<file path="config.mk">
export PLATFORM = sky130hd
export DESIGN_NAME = pipeline_hazard_ctrl
export DESIGN_NICKNAME = d
export VERILOG_FILES = /design/src/rtl/pipeline_ctrl_pkg.sv /design/src/rtl/load_use_detector.sv /design/src/rtl/pipeline_hazard_ctrl.sv
export SDC_FILE = /design/constraint.sdc
export NUM_CORES = 1
export LEC_CHECK = 0
export ABC_AREA = 1
export CAP_MARGIN = 5
export CELL_PAD_IN_SITES_DETAIL_PLACEMENT = 1
export CELL_PAD_IN_SITES_GLOBAL_PLACEMENT = 1
export CORE_UTILIZATION = 33
export CTS_CLUSTER_SIZE = 20
export DETAILED_ROUTE_END_ITERATION = 7
export PLACE_DENSITY_LB_ADDON = 0.1
export SYNTH_ARGS = -nofsm -noshare
export SYNTH_HDL_FRONTEND = slang
export SYNTH_SLANG_ARGS = --single-unit
</file>
<file path="constraint.sdc">
create_clock -name clk -period 2.2 [get_ports clk]
set_clock_uncertainty 0.15 [all_clocks]
set_input_delay 0.33 -clock clk [delete_from_list [all_inputs] [get_ports clk]]
set_output_delay 0.33 -clock clk [all_outputs]
set_load 0.02 [all_outputs]
</file>
<file path="src/rtl/pipeline_ctrl_pkg.sv">
// pipeline_ctrl_pkg: shared state encoding and constants for the hazard controller
package pipeline_ctrl_pkg;
    typedef enum logic [1:0] {RUN, MEM_WAIT, FAULT} state_t;
    localparam int MEM_TIMEOUT_DEFAULT = 16;
    localparam logic [4:0] REG_ZERO = 5'd0;
endpackage

</file>
<file path="src/rtl/load_use_detector.sv">
// load_use_detector: flags a load in EX whose destination feeds the instruction in ID
// Ports: rs/rt (ID sources), mem_read (EX is a load), dest (EX destination), hazard (out).
module load_use_detector
    import pipeline_ctrl_pkg::*;
(
    input  logic [4:0] rs,
    input  logic [4:0] rt,
    input  logic       mem_read,
    input  logic [4:0] dest,
    output logic       hazard
);
    // Register zero is hardwired, so a load targeting it never creates a dependency.
    assign hazard = mem_read && dest != REG_ZERO && (dest == rs || dest == rt);
endmodule

</file>
<file path="src/rtl/pipeline_hazard_ctrl.sv">
// pipeline_hazard_ctrl: stall/flush control for memory waits, load-use hazards and taken branches
// Ports: clk/reset; ID/EX hazard operands; branch and MEM-stage access qualifiers; memReadyInput;
//        per-stage write enables and flushes, memory request, sticky fault, frozen-PC cycle count.
module pipeline_hazard_ctrl
    import pipeline_ctrl_pkg::*;
#(
    parameter int MEM_TIMEOUT = MEM_TIMEOUT_DEFAULT,
    parameter int STALL_CNT_W = 16
) (
    input  logic                   clk,
    input  logic                   reset,
    input  logic [4:0]             ifIdRsInput,
    input  logic [4:0]             ifIdRtInput,
    input  logic                   idExMemReadInput,
    input  logic [4:0]             idExRegWriteAddressInput,
    input  logic                   branchTakenInput,
    input  logic                   exMemMemReadInput,
    input  logic                   exMemMemWriteInput,
    input  logic                   memReadyInput,
    output logic                   pcWriteEnableOutput,
    output logic                   ifIdWriteEnableOutput,
    output logic                   ifIdFlushOutput,
    output logic                   idExWriteEnableOutput,
    output logic                   idExFlushOutput,
    output logic                   exMemWriteEnableOutput,
    output logic                   memWbFlushOutput,
    output logic                   memRequestOutput,
    output logic                   faultOutput,
    output logic [STALL_CNT_W-1:0] stallCountOutput
);
    state_t                 state;
    logic [7:0]             wait_cnt;
    logic [STALL_CNT_W-1:0] stall_cnt;
    logic                   mem_access;
    logic                   freeze;
    logic                   hazard;
    logic                   load_use;

    load_use_detector u_lud (
        .rs       (ifIdRsInput),
        .rt       (ifIdRtInput),
        .mem_read (idExMemReadInput),
        .dest     (idExRegWriteAddressInput),
        .hazard   (hazard)
    );

    always_comb begin
        mem_access = exMemMemReadInput || exMemMemWriteInput;
        // A pending wait freezes on !ready even if the access qualifiers drop.
        freeze     = state == FAULT || (!memReadyInput && (state == MEM_WAIT || mem_access));
        load_use   = !freeze && hazard;
    end

    assign pcWriteEnableOutput    = !freeze && !load_use;
    assign ifIdWriteEnableOutput  = !freeze && !load_use;
    assign idExWriteEnableOutput  = !freeze;
    assign exMemWriteEnableOutput = !freeze;
    assign idExFlushOutput        = load_use;
    // A branch masked by any stall is simply seen again on the next cycle.
    assign ifIdFlushOutput        = branchTakenInput && !freeze && !load_use;
    assign memWbFlushOutput       = freeze;
    assign memRequestOutput       = mem_access && state != FAULT;
    assign faultOutput            = state == FAULT;
    assign stallCountOutput       = stall_cnt;

    always_ff @(posedge clk) begin
        if (reset) begin
            state     <= RUN;
            wait_cnt  <= 8'd0;
            stall_cnt <= '0;
        end else begin
            if (state != FAULT && !pcWriteEnableOutput && stall_cnt != '1)
                stall_cnt <= stall_cnt + STALL_CNT_W'(1);
            case (state)
                RUN: if (mem_access && !memReadyInput) begin
                    state    <= MEM_WAIT;
                    wait_cnt <= 8'd1;
                end
                MEM_WAIT: if (memReadyInput) begin
                    state    <= RUN;
                    wait_cnt <= 8'd0;
                end else if (wait_cnt == 8'(MEM_TIMEOUT)) begin
                    state    <= FAULT;
                    wait_cnt <= 8'd0;
                end else begin
                    wait_cnt <= wait_cnt + 8'd1;
                end
                default: state <= FAULT;
            endcase
        end
    end
endmodule

</file>
Yosys cells after proc, flatten, opt, wreduce, memory -nomap -nowiden
Index checks and enable logic that the tools add are counted.
{ "word_totals": {"latch_bits": 0, "ramBits": 0, "memories": 0, "in_bits": 22, "ff_bits": 26, "mem_bits_ro": 0, "output_inout_bits": 25, "wordCells": 46} }
{ "op_classes": {"shifts": 0, "div": 0, "reduce_logical": 24, "mul": 0, "mux": 8, "n_bitwise": 0, "add_sub_neg": 2, "n_eq_ne": 9, "magnitude_cmp": 0} }
{ "ops": {"columns": ["operator", "n"], "rows": [
  ["$mux W8", 3],
  ["$add A16 B1 Y16 const B", 1],
  ["$ne A16 B16 Y1 const B", 1],
  ["$pmux W8 S2", 1],
  ["$logic_and A1 B1 Y1", 11],
  ["$eq A5 B5 Y1", 2],
  ["$add A8 B1 Y8 const B", 1],
  ["$eq A8 B5 Y1 const B", 1],
  ["$mux W2", 3],
  ["$reduce_bool A5 Y1", 1],
  ["$logic_not A1 Y1", 4],
  ["$logic_or A1 B1 Y1", 4],
  ["$ne A2 B2 Y1 const B", 2],
  ["$pmux W2 S2", 1],
  ["$reduce_and A2 Y1", 2],
  ["$ne A3 B2 Y1 const B", 1],
  ["$eq A2 B1 Y1 const B", 1],
  ["$eq A2 B2 Y1 const B", 1],
  ["$logic_not A2 Y1", 1],
  ["$reduce_bool A2 Y1", 1]
]} }

Longest topological paths before layout
Gate-level depths: netlist of run 1.
{ "logic_depth": {"ltp_word": 11, "mapped_depth": 13} }

Modules after synthesis
From an unflattened synthesis of run 1, not the netlist that was laid out.
{ "unflattened": {"cells_unflattened": 298, "hier_area_um2": 1806.7} }
{ "by_module_without_submodules": {"columns": ["mod", "cells_per_inst", "area_each_um2", "instances", "seq_area_each_um2"], "rows": [
  ["pipeline_hazard_ctrl", 253, 1611.5, 1, 520.5],
  ["load_use_detector", 45, 195.2, 1, 0.0]
]} }

Worst setup path after synthesis of run 1
Ideal clock, no wire load.
{ "synth_timing": {"path_type": "input port to output port", "start": "in exMemMemWriteInput", "end": "out pcWriteEnableOutput", "path_slack_ns": 0.162, "path_stages": 7, "arrival_ns": 1.558, "t_required_ns": 1.720, "cell_sequence": "nor2_1 -> nor2_2 -> nor3_4 -> nand2_4 -> buf_4 -> inv_1 -> buf_4"} }
{ "synth_via": {"elab_chain_len": 8} }
{ "synth_lines": {"columns": ["element", "line_no", "text"], "rows": [
  ["from (decl)", "pipeline_hazard_ctrl.sv:18", "input logic exMemMemWriteInput,"],
  ["$logic_or A1 B1 Y1 *", "pipeline_hazard_ctrl.sv:48", "mem_access = exMemMemReadInput || exMemMemWriteInput;"],
  ["$logic_or A1 B1 Y1 *", "pipeline_hazard_ctrl.sv:50", "freeze = state == FAULT || (!memReadyInput && (state == MEM_WAIT || mem_access));"],
  ["$logic_and A1 B1 Y1 *", "pipeline_hazard_ctrl.sv:50", null],
  ["$logic_or A1 B1 Y1 *", "pipeline_hazard_ctrl.sv:50", null],
  ["$logic_not A1 Y1 *", null, null],
  ["via exMemWriteEnableOutput", "pipeline_hazard_ctrl.sv:25", "output logic exMemWriteEnableOutput,"],
  ["$logic_and A1 B1 Y1", "pipeline_hazard_ctrl.sv:51", "load_use = !freeze && hazard;"],
  ["$logic_not A1 Y1", "pipeline_hazard_ctrl.sv:54", "assign pcWriteEnableOutput = !freeze && !load_use;"],
  ["$logic_and A1 B1 Y1 *", "pipeline_hazard_ctrl.sv:54", null],
  ["to (decl)", "pipeline_hazard_ctrl.sv:20", "output logic pcWriteEnableOutput,"]
]} }
Mark *: on every way through the listed nets, which the timed path passes. The rest lies on a longest branch.

Worst setup path in the final report of run 1
{ "layout_timing": {"start": "in memReadyInput", "end": "out exMemWriteEnableOutput"} }
{ "layout_via": {"elab_chain_len": 4} }
{ "layout_lines": {"columns": ["element", "line_no", "text"], "rows": [
  ["from (decl)", "pipeline_hazard_ctrl.sv:19", "input logic memReadyInput,"],
  ["$logic_not A1 Y1", "pipeline_hazard_ctrl.sv:50", null],
  ["$logic_and A1 B1 Y1", "pipeline_hazard_ctrl.sv:50", null],
  ["$logic_or A1 B1 Y1", "pipeline_hazard_ctrl.sv:50", null],
  ["$logic_not A1 Y1", "pipeline_hazard_ctrl.sv:57", "assign exMemWriteEnableOutput = !freeze;"],
  ["to (decl)", "pipeline_hazard_ctrl.sv:25", null]
]} }
Every way passes these cells.

==> results.md, run 1 <==
- Outcome: finished, final reports clean
- Height of the chip: 76.8 um
- Cells along the critical path: clkdlybuf4s50_1 -> nor2_2 -> nor3_4 -> buf_4 -> clkdlybuf4s15_1
- Worst hold-check slack: 0.373 ns
- Final clock period utilization by the worst path: 97.3%
- Final worst path period need: 2.14 ns
- Post-CTS setup-driven buffer insertion count: 0
- Number of hold-slack violations in the final timing report: 0
- Post-Place Worst Slack: -0.389 ns
- Maximum number of pins on one net before global-route repair: 25
- Placer's final routability congestion estimate: 0.752
- Cell count after synthesis: 309
- Number of buffers inserted during clock tree synthesis: 3
- Hold Path Class: register to register
- Overall die area: 5890 um^2
- Clock latency at the later pin of the worst-skew pair: 0.27 ns
- Initial core utilization: 35.2%
- Leading post-synthesis cells by instance count: 83 x nand2_1, 59 x inv_1, 42 x nor2_1
- Overflow after GRT: 0
- Number of H-tree levels: 1
- Overall routing resource usage: 17.3%
- Antenna cell count: 0
- TritonRoute pass-1 iters: 4
- Max_slew headroom: 80.7%
- WL/cell: 11.4 um
- Post-Synthesis Cell Area: 1840 um^2
- Kind of end point of the critical path: output pin
- Deepest clock path buffer count: 2
- Crit path max fanout: 3
- Reg clk slew, reported paths: 0.09 ns
- Number of remaining DRC errors: 0
- Tightest Pin Transition: 0.287 ns
- Via density: 4.59
- Static power due to leakage: 1.19 nW
- Seq/Total Area, Yosys: 28.2%
- Primary flip-flop cell chosen by synthesis mapping: dfxtp_1
- Max Clock Freq: 467 MHz
- Net Count, Synth: 334
- Core area: 5240 um^2
- Final HPWL DP: 3880 um
- Number of global-route vias before repair: 1925
- Largest vdd supply drop: 216 uV
- Cell types occupying the most area after synthesis: dfxtp_1 28%, nand2_1 17%, inv_1 12%
- CP Data Required Time: 1.72 ns
- Clock tree sinks: 26
- Max Cap Viol: 0
- Clock root buffer master: clkbuf_8
- Standard cell with the maximum stage delay on the critical path: clkdlybuf4s50_1
- Library cells used by synthesis: 28
- CP peak stage delay: 0.54 ns
- Fin util: 47.2%
- Net count of the finished layout: 387
- Floorplan row count: 26
- Cell with the most instances after synthesis: nand2_1
- Horiz. Die Dim: 76.8 um
- Violation count after the first detailed-route iteration: 40
- Wire length of the first global-routing pass: 8470 um
- Quantity of hold-fixing buffers added after cts: 0
- Total power of the final layout: 0.00118 W
- Worst Setup Start Kind: input port
- Fraction of synthesized cell area taken by the top area cell type: 28.2%
- Total via count in the routed design: 1979
- Detailed Route WL: 4900 um
- Setup violation total in the final timing report: 0
- Share of flip-flops with an asynchronous set or reset after synthesis: 0%
- Worst setup path class: input port to output pin
- Synthesis-stage register bit count: 26
- Io pins: 47
- Post-layout worst setup margin: 0.0602 ns
- Number of I/O port buffers: 46
- Mean post-synth cell area: 5.97 um^2
- Power per standard cell area: 477 nW/um^2
- Number of pins with negative max-slew slack in the final report: 0
- Setup repair after global routing missed its margin: yes
- CTS tree: done
- Signal arrival time at the worst endpoint: 1.66 ns
- Antenna violations before repair: 0
- Number of warning messages in the yosys log: 0
- Number of flops mapped to enable cells by yosys: 0
- Share of post-route cells with drive strength above 1: 11.6%
- Relative area change from synthesis to final layout: 34.1%
- Detail Route Antenna Nets: 0
- Area leader, netlist: dfxtp_1
## registers in the layout (all words and copies together) (netlist names)
| name | count |
|---|---|
| stallCountOutput | 16 |
| wait_cnt | 8 |
| state | 2 |
## metal layers
metal | GRT usage, % | wire length [um] | up-vias
met5 | 0 | 0 | -
met4 | 3.46 | 29 | 0
met3 | 2.38 | 170 | 4
met2 | 31.4 | 2410 | 29
met1 | 21.4 | 2290 | 902
li1 | - | - | 1044
## cells in the final DEF, fill, tap and decap left out, types with 6 or more instances in the layout
master           netlist  routed
nand2_1               83      83
inv_1                 59      59
nor2_1                42      42
clkdlybuf4s50_1        0      35
dfxtp_1               26      26
nand3_1               23      23
nand4_1               14      14
buf_4                  3      11
nor2_2                 8       8
a21oi_1                8       8
inv_2                  7       7
nor3_1                 6       6
## cell type report
| type | count | area [um^2] |
|---|---|---|
| clock buffers | 3 | 41.3 |
| clock inverters | 1 | 30.0 |
| fillers | 727 | 2770 |
| inverters | 66 | 248 |
| multi-input cells | 209 | 1030 |
| flip-flops and latches | 26 | 520 |
| well taps | 70 | 87.6 |
| repair buffers | 56 | 519 |
## kinds of logic (layout without fill, tap and decap cells)
family          Yosys count  in the layout  share of synthesized area [%]
simple gates            185            185                           46.1
buf+inv                  74            126                           16.3
flops                    26             26                           28.2
compound gates           15             15                           4.48
xor+xnor                  6              6                           2.85
fa+ha+maj                 3              3                           2.04
## final timing paths
kind,from,to,slack [ns],cells past startpoint
max,memReadyInput,exMemWriteEnableOutput,0.06,5
min,wait_cnt[1],wait_cnt[1],0.37,2
max reg2reg,stallCountOutput[0],stallCountOutput[8],0.31,10
min reg2reg,wait_cnt[1],wait_cnt[1],0.37,2
## through the flow
| stage | setup TNS, ns | instances | instance area (um^2) |
|---|---|---|---|
| after floorplan | 0 | 309 | 1840 |
| after global routing | -0.0566 | 431 | 2470 |
| after global placement | -2.86 | 427 | 2410 |
| after detailed placement | -3.71 | 427 | 2410 |
| final | 0 | 431 | 2470 |
| after CTS | 0 | 431 | 2460 |
## critical path: cells and delay by family
family                 cells  cell delay, ns
buffers and inverters      3            1.00
and+or+nand+nor            2            0.32
## power by group
group,internal [W],switching (W)
logic,0.000124,0.000150
registers,0.000487,0.0000179
clock network,0.000244,0.000157
## what timing repair did
action	4_1_cts	5_1_grt
pin swaps	0	1
resized for setup	24	4
setup endpoints to repair	7	8
No activity file was read; power rests on OpenSTA's default activity.
==> inputs of run 2 (changes only) <==
--- a/config.mk
+++ b/config.mk
@@ -9,10 +9,12 @@
 export CAP_MARGIN = 5
 export CELL_PAD_IN_SITES_DETAIL_PLACEMENT = 1
 export CELL_PAD_IN_SITES_GLOBAL_PLACEMENT = 1
-export CORE_UTILIZATION = 33
+export CORE_UTILIZATION = 34
+export CTS_BUF_LIST = sky130_fd_sc_hd__clkbuf_4 sky130_fd_sc_hd__clkbuf_8
 export CTS_CLUSTER_SIZE = 20
 export DETAILED_ROUTE_END_ITERATION = 7
 export PLACE_DENSITY_LB_ADDON = 0.1
 export SYNTH_ARGS = -nofsm -noshare
 export SYNTH_HDL_FRONTEND = slang
+export SYNTH_HIERARCHICAL = 1
 export SYNTH_SLANG_ARGS = --single-unit
==> run 2 against run 1 <==
Total power rose by 0.80%. Register-to-register slack got worse by 0.06 ns. Sequential cell count unchanged. Global-route usage is 2.5 points higher. Worst hold slack lost 0.012 ns. Sequential share of layout area shrank 0.18 points. Highest routed layer unchanged. Count of clock-buffer cells in the layout increased by 1. Non-clock buffer count up 3. Via count increased by 2.7%. Clock power decreased by 19%. Largest cell class unchanged. Sequential power increased by 2%.
==> results.md, run 2 <==
- Number of pins with negative max-slew slack in the final report: 0
- Worst setup path class: input port to output pin
- Wire length of the first global-routing pass: 8590 um
- Outcome: finished, final reports clean
- Cell count after synthesis: 298
- Crit path max fanout: 3
- Reg clk slew, reported paths: 0.09 ns
- Max_slew headroom: 76.3%
- Final worst path period need: 2.10 ns
- Clock root buffer master: clkbuf_8
- Seq/Total Area, Yosys: 28.8%
- Number of instances on the worst hold path: 2
- Number of hold-slack violations in the final timing report: 0
- Fraction of synthesized cell area taken by the top area cell type: 28.8%
- Tightest Pin Transition: 0.354 ns
- Net count of the finished layout: 382
- Maximum number of pins on one net before global-route repair: 15
- Multi-input gate area in the final layout: 1100 um^2
- Max Clock Freq: 475 MHz
- Synthesized-area fraction occupied by adder cells: 2.08%
- Post-Synth Simple-Gate Area: 43.4%
- Library cells used by synthesis: 24
- Fraction of synthesized cell area in xor and xnor cells: 5.33%
- Clock tree sinks: 26
- Clock latency at the later pin of the worst-skew pair: 0.28 ns
- Dpl cell area: 2410 um^2
- Static power due to leakage: 1.17 nW
- CP Data Required Time: 1.72 ns
- Detail Route Antenna Nets: 0
- Worst hold-check slack: 0.361 ns
- Number of H-tree levels: 1
- Cell occurring most often along the worst timing path: nand2_1
- Number of I/O port buffers: 46
- Deepest clock path buffer count: 2
- Mux cell area share after synthesis: 0%
- Final clock period utilization by the worst path: 95.6%
- Mean post-synth cell area: 6.06 um^2
- Primary flip-flop cell chosen by synthesis mapping: dfxtp_1
- CP peak stage delay: 0.41 ns
- Io pins: 47
- Area taken by flip-flops and latches: 520 um^2
- Setup repair after global routing missed its margin: yes
- Compound-gate portion of the synthesized area: 8.52%
- Floorplan row count: 26
- Post-Synthesis Cell Area: 1810 um^2
- Cell types occupying the most area after synthesis: dfxtp_1 29%, nand2_1 20%, inv_1 8.9%
- Number of flip-flops under the largest register name: 16
- Max Cap Viol: 0
- Number of placed cells counting well taps: 422
- Leading post-synthesis cells by instance count: 95 x nand2_1, 43 x inv_1, 38 x nor2_1
- Detailed Route WL: 5170 um
- Signal arrival time at the worst endpoint: 1.62 ns
- Horiz. Die Dim: 74.9 um
- Antenna cell count: 0
- Share of post-route cells with drive strength above 1: 11.0%
- Via density: 4.77
- Final Instance Count excl. Fillers: 426
- Violation count after the first detailed-route iteration: 56
- Setup violation total in the final timing report: 0
- Share of flip-flops with an asynchronous set or reset after synthesis: 0%
- Number of global-route vias before repair: 1928
- Total via count in the routed design: 2033
- Commonest non-fill, non-tap cell in the layout: nand2_1
- WL/cell: 12.1 um
- Number of fill cells in the layout: 711
- Overall die area: 5610 um^2
- TritonRoute pass-1 iters: 4
- Placer's final routability congestion estimate: 0.821
- Kind of end point of the critical path: output pin
- Number of warning messages in the yosys log: 6
- Height of the chip: 74.9 um
- Highest-count cells in the layout ignoring fill and taps: 95 x nand2_1, 42 x inv_1, 38 x nor2_1
- Largest family of logic cells by synthesized area: simple AND/OR/NAND/NOR gates
- Cells along the critical path: clkdlybuf4s50_1 -> nor2_1 -> nand2_1 -> nand2_1 -> nand2_1 -> inv_1 -> dlygate4sd2_1
- Post-Place Worst Slack: -0.472 ns
- Initial core utilization: 35.4%
- Overflow after GRT: 0
- Number of buffers inserted during clock tree synthesis: 3
- CTS tree: done
- Largest vdd supply drop: 232 uV
- Final HPWL DP: 4110 um
- Number of flops mapped to enable cells by yosys: 0
- Relative area change from synthesis to final layout: 38.0%
- Cell with the most instances after synthesis: nand2_1
- Worst Setup Start Kind: input port
- Total power of the final layout: 0.00119 W
- Core area: 5110 um^2
- Finished layout cell area: 2490 um^2
- Area leader, netlist: dfxtp_1
- Net Count, Synth: 323
- Synthesis-stage register bit count: 26
- Number of remaining DRC errors: 0
- Antenna violations before repair: 0
- Standard cell with the maximum stage delay on the critical path: clkdlybuf4s50_1
- R2R cell count: 11
- Overall routing resource usage: 19.8%
- Hold Path Class: register to register
- Power per standard cell area: 476 nW/um^2
- Post-layout worst setup margin: 0.0957 ns
[run 2: cell count changes after synthesis, moves of 4 or more]
cell / delta
xor2_1: +5
a21oi_1: +6
nand2_1: +12
a21oi_2: +5
o21ai_0: +4
nand4_1: -4
inv_1: -16
nor2_2: -7
nor2_1: -4
[run 2: report_power, final]
part	total [W]	switching, W	internal, W
registers	0.000513	0.0000223	0.000490
clock network	0.000322	0.000162	0.000160
logic	0.000353	0.000200	0.000153
total	0.00119	0.000384	0.000804
[run 2: cell type report]
class	count	area share [%]
multi-input combinational	220	44.0
inverter	47	7.07
timing repair buffer	59	22.4
tap	70	3.51
sequential	26	20.9
clock buffer	4	2.21
[run 2: kinds of logic (layout without fill, tap and decap cells)]
family | after synthesis | after routing
flip-flops | 26 | 26
buffers and inverters | 52 | 110
AND/OR/NAND/NOR | 179 | 179
XOR/XNOR | 11 | 11
AO/OA/AOI/OAI | 27 | 27
adder cells (fa/ha/maj) | 3 | 3
[run 2: per-stage QoR]
step	setup TNS, ns	utilization [%]
global placement	-5.72	47.3
CTS	0	47.9
detailed placement	-5.94	47.3
floorplan	0	-
finish	0	48.8
global route	-0.00925	48.8
[run 2: path summary, 6_finish.rpt]
kind,from,endpoint,slack (ns)
worst max-delay path,exMemMemWriteInput,idExWriteEnableOutput,0.1
worst max register to register,stallCountOutput[0],stallCountOutput[0],0.25
worst min-delay path,state[0],state[0],0.36
worst min register to register,state[0],state[0],0.36
[run 2: per-layer routing]
layer	GRT usage [%]	routed length, um	up-vias
met1	27.1	2580	941
li1	-	-	1046
met4	6.08	57	0
met2	31.7	2340	38
met3	3.21	184	8
met5	0	0	-
[run 2: worst max-delay path, delay by kind of cell]
family	cells	cell delay [ns]
simple gates	4	0.48
buf+inv	3	0.82
[run 2: timing repair]
action,CTS,global route
gates resized for setup,26,15
setup buffers,0,0
endpoints found under the hold margin,0,0
pin swaps,1,8
cloned,0,0
setup endpoints to repair,7,21
hold buffers,0,0
==> inputs of run 3 (changes only) <==
==> constraint.sdc (replaced) <==
create_clock -name clk -period 1.98 [get_ports clk]
set_clock_uncertainty 0.15 [all_clocks]
set_input_delay 0.297 -clock clk [delete_from_list [all_inputs] [get_ports clk]]
set_output_delay 0.297 -clock clk [all_outputs]
set_load 0.02 [all_outputs]
==> run 3 against run 2 <==
Final area rose by 1.2%. Sequential power rose by 9.9%. Wire length rose by 0.75%. Count of clock-buffer cells in the layout fell by 1. Sequential cell count did not move. Global-route usage rose by 0.45 points.
==> results.md, run 3 (synthesized netlist as in run 2, its figures left out) <==
- Outcome: finished, final reports clean
- Overall routing resource usage: 20.2%
- Number of placed cells counting well taps: 427
- Wire length of the first global-routing pass: 8920 um
- Placer's final routability congestion estimate: 0.819
- Largest vdd supply drop: 336 uV
- Standard cell with the maximum stage delay on the critical path: clkdlybuf4s50_1
- TritonRoute pass-1 iters: 4
- Floorplan row count: 26
- Crit-path leading delay family: buffers and inverters
- Core area: 5110 um^2
- Relative area change from synthesis to final layout: 39.7%
- Overflow after GRT: 0
- Number of pins with negative max-slew slack in the final report: 0
- Number of H-tree levels: 1
- Power per standard cell area: 568 nW/um^2
- Horiz. Die Dim: 74.9 um
- Clock root buffer master: clkbuf_8
- Number of flip-flops under the largest register name: 16
- Commonest non-fill, non-tap cell in the layout: nand2_1
- Antenna violations before repair: 0
- Max Clock Freq: 536 MHz
- Buf/Inv on CP: 2
- Number of fill cells in the layout: 725
- Signal arrival time at the worst endpoint: 1.42 ns
- Number of I/O port buffers: 46
- Worst Setup Start Kind: register
- Reg clk slew, reported paths: 0.10 ns
- Detail Route Antenna Nets: 0
- Deepest clock path buffer count: 2
- Cells along the critical path: buf_4 -> clkdlybuf4s50_1
- Share of post-route cells with drive strength above 1: 15.2%
- Max Cap Viol: 0
- CP peak stage delay: 0.60 ns
- Max_slew headroom: 77.4%
- WL/cell: 12.1 um
- Number of global-route vias before repair: 2004
- Static power due to leakage: 1.14 nW
- Final clock period utilization by the worst path: 94.2%
- Antenna cell count: 0
- Hold Path Class: register to register
- Highest-count cells in the layout ignoring fill and taps: 94 x nand2_1, 40 x inv_1, 36 x nor2_1
- Setup violation total in the final timing report: 0
- Violation count after the first detailed-route iteration: 71
- Final worst path period need: 1.86 ns
- Io pins: 47
- Quantity of hold-fixing buffers added after cts: 0
- Maximum number of pins on one net before global-route repair: 16
- Number of hold-slack violations in the final timing report: 0
- Tightest Pin Transition: 0.338 ns
- Crit path max fanout: 4
- Kind of end point of the critical path: output pin
- CTS tree: done
- Initial core utilization: 35.4%
- Number of remaining DRC errors: 0
- Height of the chip: 74.9 um
- Number of buffers inserted during clock tree synthesis: 3
- Final Instance Count excl. Fillers: 432
- Worst hold-check slack: 0.367 ns
- Total via count in the routed design: 2063
- Via density: 4.78
- Clock latency at the later pin of the worst-skew pair: 0.28 ns
- Clock tree sinks: 26
- Worst setup path class: register to output pin
- Detailed Route WL: 5210 um
- CP Data Required Time: 1.53 ns
- Final HPWL DP: 4090 um
- Net count of the finished layout: 388
- Overall die area: 5610 um^2
[run 3: timing repair]
item / in CTS / in global routing
setup endpoints to repair: 25 / 24
hold endpoints to repair: 0 / 0
gates resized for setup: 47 / 22
buffers inserted: 1 / 0
pin swaps: 9 / 7
[run 3: power breakdown]
| part | internal [W] | switching [W] |
|---|---|---|
| combinational | 0.000186 | 0.000235 |
| sequential | 0.000545 | 0.0000190 |
| clock | 0.000271 | 0.000179 |
[run 3: area by class of cell]
type | count | area (um^2) | share of cell area (%)
Inverter | 47 | 176 | 6.99
Tap cell | 70 | 87.6 | 3.47
Clock inverter | 1 | 30.0 | 1.19
Timing Repair Buffer | 65 | 564 | 22.4
Clock buffer | 3 | 41.3 | 1.64
Sequential cell | 26 | 520 | 20.6
Multi-Input combinational cell | 220 | 1100 | 43.7
[run 3: per-layer routing]
layer	vias to the layer above	part of all wire [%]	GRT usage (%)
met5	-	0	0
met4	0	0.42	2.52
met3	2	4.2	4.15
met2	43	46	34.6
met1	958	49	26.9
li1	1060	-	-
[run 3: worst reg2reg max path, delay by kind of cell (launching register included)]
| family | cells | cell delay (ns) |
|---|---|---|
| adders and majority gates | 1 | 0.24 |
| AOI/OAI and AO/OA | 1 | 0.15 |
| and+or+nand+nor | 5 | 0.83 |
| DFF | 1 | 0.37 |
[run 3: stage by stage]
step	cell area (um^2)	util (%)	total power (W)	setup WS [ns]	setup TNS [ns]
2_1_floorplan	1810	-	0.000789	0.136	0
3_3_place_gp	2450	48.0	0.000987	-0.583	-9.66
3_5_place_dp	2450	48.0	0.000998	-0.631	-10.64
4_1_cts	2510	49.1	0.00144	0.0170	0
5_1_grt	2520	49.4	0.00152	-0.00365	-0.00475
6_report	2520	49.4	0.00143	0.115	0
[run 3: path summary, 6_finish.rpt]
| check | endpoint | slack (ns) | cells past startpoint | start |
|---|---|---|---|---|
| worst min-delay path | wait_cnt[7] | 0.37 | 2 | wait_cnt[7] |
| worst max register to register | stallCountOutput[10] | 0.16 | 7 | stallCountOutput[1] |
| worst min register to register | wait_cnt[7] | 0.37 | 2 | wait_cnt[7] |
| worst max-delay path | stallCountOutput[4] | 0.12 | 2 | stallCountOutput[4] |
